==> src/rtl/fifo_uart_tx.sv <==
// Drains an 8-bit FIFO one byte at a time and serialises each byte as an 8N1 UART frame.
// All outputs are registered; TX is computed from the next state so it never glitches.
module fifo_uart_tx #(
    parameter int unsigned CLKS_PER_BIT = 234
) (
    input  logic       CLOCK,
    input  logic       RESET_N,
    input  logic       FIFO_EMPTY,
    input  logic [7:0] FIFO_Q,
    output logic       FIFO_RDEN,
    output logic       TX,
    output logic       BUSY,
    output logic       DONE
);

    localparam int unsigned CNT_W  = 16;
    localparam int unsigned BIT_W  = 3;
    localparam int unsigned DATA_W = 8;
    localparam logic [CNT_W-1:0] BAUD_LAST = CNT_W'(CLKS_PER_BIT - 1);
    localparam logic [BIT_W-1:0] BIT_LAST  = BIT_W'(DATA_W - 1);

    typedef enum logic [2:0] {
        S_IDLE,
        S_POP,
        S_LATCH,
        S_START,
        S_DATA,
        S_STOP
    } state_t;

    state_t              state, state_next;
    logic [CNT_W-1:0]    baud_cnt, baud_cnt_next;
    logic [BIT_W-1:0]    bit_idx, bit_idx_next;
    logic [DATA_W-1:0]   shift_reg, shift_next;
    logic                tx_next, rden_next, busy_next, done_next;
    logic                bit_end_c;

    // State, datapath and output registers
    always_ff @(posedge CLOCK) begin
        if (!RESET_N) begin
            state     <= S_IDLE;
            baud_cnt  <= '0;
            bit_idx   <= '0;
            shift_reg <= '0;
            TX        <= 1'b1;
            FIFO_RDEN <= 1'b0;
            BUSY      <= 1'b0;
            DONE      <= 1'b0;
        end else begin
            state     <= state_next;
            baud_cnt  <= baud_cnt_next;
            bit_idx   <= bit_idx_next;
            shift_reg <= shift_next;
            TX        <= tx_next;
            FIFO_RDEN <= rden_next;
            BUSY      <= busy_next;
            DONE      <= done_next;
        end
    end

    // Next-state, datapath and next-output logic
    always_comb begin
        state_next    = state;
        baud_cnt_next = '0;
        bit_idx_next  = bit_idx;
        shift_next    = shift_reg;
        tx_next       = 1'b1;
        rden_next     = 1'b0;
        busy_next     = 1'b0;
        done_next     = 1'b0;
        bit_end_c     = (baud_cnt == BAUD_LAST);

        case (state)
            S_IDLE: begin
                if (!FIFO_EMPTY) state_next = S_POP;
            end
            S_POP: begin
                state_next = S_LATCH;
            end
            S_LATCH: begin
                shift_next   = FIFO_Q;
                bit_idx_next = '0;
                state_next   = S_START;
            end
            S_START: begin
                baud_cnt_next = bit_end_c ? '0 : baud_cnt + 1'b1;
                if (bit_end_c) state_next = S_DATA;
            end
            S_DATA: begin
                baud_cnt_next = bit_end_c ? '0 : baud_cnt + 1'b1;
                if (bit_end_c) begin
                    shift_next   = {1'b0, shift_reg[DATA_W-1:1]};
                    bit_idx_next = bit_idx + 1'b1;
                    if (bit_idx == BIT_LAST) state_next = S_STOP;
                end
            end
            S_STOP: begin
                baud_cnt_next = bit_end_c ? '0 : baud_cnt + 1'b1;
                if (bit_end_c) state_next = S_IDLE;
            end
            default: begin
                state_next = S_IDLE;
            end
        endcase

        // Outputs follow the state being entered so they line up with it once registered
        rden_next = (state_next == S_POP);
        busy_next = (state_next != S_IDLE);
        done_next = (state == S_STOP) && (state_next == S_IDLE);
        case (state_next)
            S_START: tx_next = 1'b0;
            S_DATA:  tx_next = shift_next[0];
            default: tx_next = 1'b1;
        endcase
    end

endmodule

==> config.mk <==
export PLATFORM = sky130hd
export DESIGN_NAME = fifo_uart_tx
export DESIGN_NICKNAME = d
export VERILOG_FILES = /design/src/rtl/fifo_uart_tx.sv
export SDC_FILE = /design/constraint.sdc
export NUM_CORES = 1
export LEC_CHECK = 0
export CAP_MARGIN = 0
export CELL_PAD_IN_SITES_DETAIL_PLACEMENT = 2
export CELL_PAD_IN_SITES_GLOBAL_PLACEMENT = 2
export CORE_ASPECT_RATIO = 0.75
export CORE_UTILIZATION = 31
export DETAILED_ROUTE_END_ITERATION = 8
export GPL_TIMING_DRIVEN = 0
export HOLD_SLACK_MARGIN = 0.06
export PLACE_DENSITY_LB_ADDON = 0.1
export SLEW_MARGIN = 20
export SYNTH_ARGS = -nofsm -noshare
export SYNTH_HDL_FRONTEND = slang
export SYNTH_SLANG_ARGS = --single-unit
==> constraint.sdc <==
create_clock -name CLOCK -period 1.84 [get_ports CLOCK]
set_input_delay 0.368 -clock CLOCK [delete_from_list [all_inputs] [get_ports CLOCK]]
set_output_delay 0.368 -clock CLOCK [all_outputs]
set_load 0.01 [all_outputs]
==> results.md, run 1 <==
- Synth top cells by count: dfxtp_1, nand2_1, nor2_1, a21oi_1, nand3_1
- Largest register FFs: 16
- Pre-CTS WS: -0.296 ns
- Reg clk slew, reported paths: 0.08 ns
- Syn Area/Cell: 8.95 um^2
- Antenna cells: 0
- CP Buf/Inv Count: 1
- Gpl congestion: 0.713
- Final hold vios: 0
- Tcrit/Tclk final: 104%
- Root buffer cell: clkbuf_8
- Critical-path cell list: or4_4 > nor4_4 > buf_4 > nand2_1 > nand3_1 > a21oi_1
- Remaining global-route overflow: 0
- Worst path arrival time: roughly 2.1 ns
- Initial DRT Pass Iterations: 6
- H-tree Lvls: 2
- Sequential share of the synthesized area: 43.7%
- Top Family by Delay on Critical Path: simple AND/OR/NAND/NOR gates
- Setup TNS: -0.622 ns
- Max Clk Rate: 0.524 GHz
- First DRT Iteration DRCs: 39
- P&R area growth vs syn: 33.1%
- Gr usage total: 18.1%
- Die area: 0.00531 mm^2
- Wire per inst: ~18 um
- Port bufs: 14
- Ys flop type: dfxtp_1
- I/O pin count: 15
- Hold crit path type: reg2reg
- Final Critical Period: ~1.9 ns
- Slew headroom: 57.3%
- CORE AREA: 0.00465 mm^2
- Layout cells sized above 1: 33.3%
- Area leader, netlist: dfxtp_1
- Slowest-stage cell, CP: or4_4
- Synth Area in Adders: 3.22%
- Yosys reg bits: 34
- Pwr per Cell Area: roughly 700 mW/mm^2
- Required time of the worst setup path: between 1.5 and 2 ns
- P_leak: 0.689 nW
- Failing checks: DRC, setup timing
- Total Wirelength: 4.64 mm
- Skew final: 0.00779 ns
- Max VDD drop: 0.000368 V
- Nets: 221
- Largest net degree at the start of global routing: 11
- Max Buffers Root-to-Sink: 2
- Area contributors post-synth: dfxtp_1, nand2_1, a22oi_2
- Crit Path Category: reg2reg
- Mapped Area: 0.00156 mm^2
- RSZ-0062 raised after global routing: yes
- Worst-path fanout max: 4
- Vias in the first global route: 1483
- Max incr delay on CP: between 0.5 and 0.6 ns
- Endpoints failing setup: 26
- Yosys cell types: 37
- Antenna Violating Nets Remaining: 0
- Global-route wire length before repair: 7.42 mm
- Compound-Gate Fraction of Synth Area: 16.2%
- Dpl hpwl: ~3.1 mm
- Post-Synth XOR/XNOR Area: 4.50%
- Mapped Nets: between 150 and 200
- CTS tree: built
- Synth warnings: 0
- Post-layout worst setup margin: -0.0698 ns
- Worst-skew pair later-pin latency: roughly 0.29 ns
- Main combinational cell family by area after synthesis: simple AND/OR/NAND/NOR gates
- Number of synthesized flops with an enable pin: 0
- Post-Synth Simple-Gate Area: 28.5%
- Vias per cell: 5.21
- Site Rows: 21
- Initial Util: 33.5%
- Most common cell in the netlist: dfxtp_1
- Least-Margin Pin Slew: 0.638 ns
- Run status: complete, but fails checks
- Crit path capture type: register
- Die Y: 63.4 um
- Final slew viol count: 0
- Cts hold-fix bufs: 0
- Mapped Cells: around 170
- DRC: 4
- CTS buffer count: 5
- Startpoint class of the critical path: register
- Die W: 83.8 um
- Initial antenna violation count: 0
- Max-cap violations: 0
- Synth top area share: 43.7%
- Via count: about 1400
- WHS: 0.473 ns
- Sink Count: 34
- Multiplexer area fraction after synthesis: 0.643%
- Async S/R FF share, synth: 0%
-- worst reg2reg max path: cells and delay by family (launching register included) --
family / cells / cell delay [ns]
AO/OA/AOI/OAI: 1 / 0.07
AND/OR/NAND/NOR: 4 / 1.20
buffers and inverters: 1 / 0.21
flip-flops: 1 / 0.32
-- power breakdown --
part / switching (mW) / total (mW) / internal (mW)
clock: 0.280 / 0.582 / 0.302
sequential: 0.0131 / 0.770 / 0.757
combinational: 0.0735 / 0.143 / 0.0692
total: 0.366 / 1.49 / 1.13
-- final cells by class --
| class | instances | area (um^2) |
|---|---|---|
| multi-input combinational | 132 | 931 |
| timing repair buffer | 25 | 244 |
| fill | 509 | 2580 |
| inverter | 4 | 15.0 |
| buffer | 4 | 30.0 |
| tap | 57 | 71.3 |
| clock buffer | 7 | 86.3 |
| clock inverter | 1 | 5.00 |
| sequential | 34 | 689 |
-- stage by stage --
| stage | std cells | area, um^2 | utilization, % | power [mW] |
|---|---|---|---|---|
| after floorplan | 174 | 1560 | - | 0.855 |
| after global placement | 245 | 1770 | 38.0 | 0.908 |
| after detailed placement | 245 | 1770 | 38.0 | 0.917 |
| after CTS | 258 | 1960 | 42.1 | 1.50 |
| after global routing | 264 | 2070 | 44.6 | 1.56 |
| final | 264 | 2070 | 44.6 | 1.49 |
-- final timing paths --
kind	startpoint	endpoint	slack, ns	depth (start not counted)
hold reg to reg	baud_cnt[0]	baud_cnt[0]	0.47	1
setup / recovery	baud_cnt[10]	shift_reg[7]	-0.07	6
hold / removal	baud_cnt[0]	baud_cnt[0]	0.47	1
setup reg to reg	baud_cnt[10]	shift_reg[7]	-0.07	6
-- what timing repair did --
item	4_1_cts	5_1_grt
pin swaps	10	5
hold endpoints to repair	0	0
cloned	0	2
gates resized for setup	13	22
buffers inserted	5	5
setup endpoints to repair	33	29
-- cells in the final DEF (no fill, tap or decap), types with 2 or more instances in the layout --
cell type / netlist / layout
o21ai_0: 7 / 6
nor2_2: 0 / 9
dfxtp_1: 34 / 27
nand3_1: 11 / 8
or4_4: 2 / 3
nand4_1: 2 / 2
nand2b_1: 2 / 2
nand2_2: 2 / 3
or3_1: 5 / 5
nor2_1: 18 / 8
clkbuf_8: 0 / 6
nor2b_1: 2 / 2
clkdlybuf4s50_1: 0 / 14
a31oi_1: 2 / 2
nand3_2: 1 / 4
and2_1: 3 / 2
nor3_1: 3 / 3
a22oi_2: 6 / 6
dfxtp_2: 0 / 7
inv_1: 4 / 4
a21oi_2: 5 / 6
nand2_1: 22 / 21
clkbuf_1: 2 / 3
xor2_1: 5 / 5
a21oi_1: 14 / 12
xnor2_1: 3 / 3
and2_4: 0 / 3
buf_4: 2 / 10
ha_1: 4 / 4
-- layer usage --
layer,vias up,global-route usage [%],wire (um)
met5,-,0,0
met4,0,5.17,53
met3,7,4.33,95
met2,12,30.4,2330
met1,679,23.1,2170
li1,677,-,-
-- kinds of logic (layout without fill, tap and decap cells) --
logic type      count (synthesis)  count (layout)
buf+inv                         9              41
mux                             1               1
fa+ha+maj                       4               4
xor+xnor                        8               8
compound gates                 36              36
simple gates                   82              83
flops                          34              34
No activity file was read; power rests on OpenSTA's default activity.
==> run 2: changes to the inputs <==
--- a/config.mk
+++ b/config.mk
@@ -5,6 +5,7 @@
 export SDC_FILE = /design/constraint.sdc
 export NUM_CORES = 1
 export LEC_CHECK = 0
+export ABC_AREA = 0
 export CAP_MARGIN = 0
 export CELL_PAD_IN_SITES_DETAIL_PLACEMENT = 2
 export CELL_PAD_IN_SITES_GLOBAL_PLACEMENT = 2
==> results of run 2 <==
The final DEF is identical to that of run 1; final timing and power are the same.
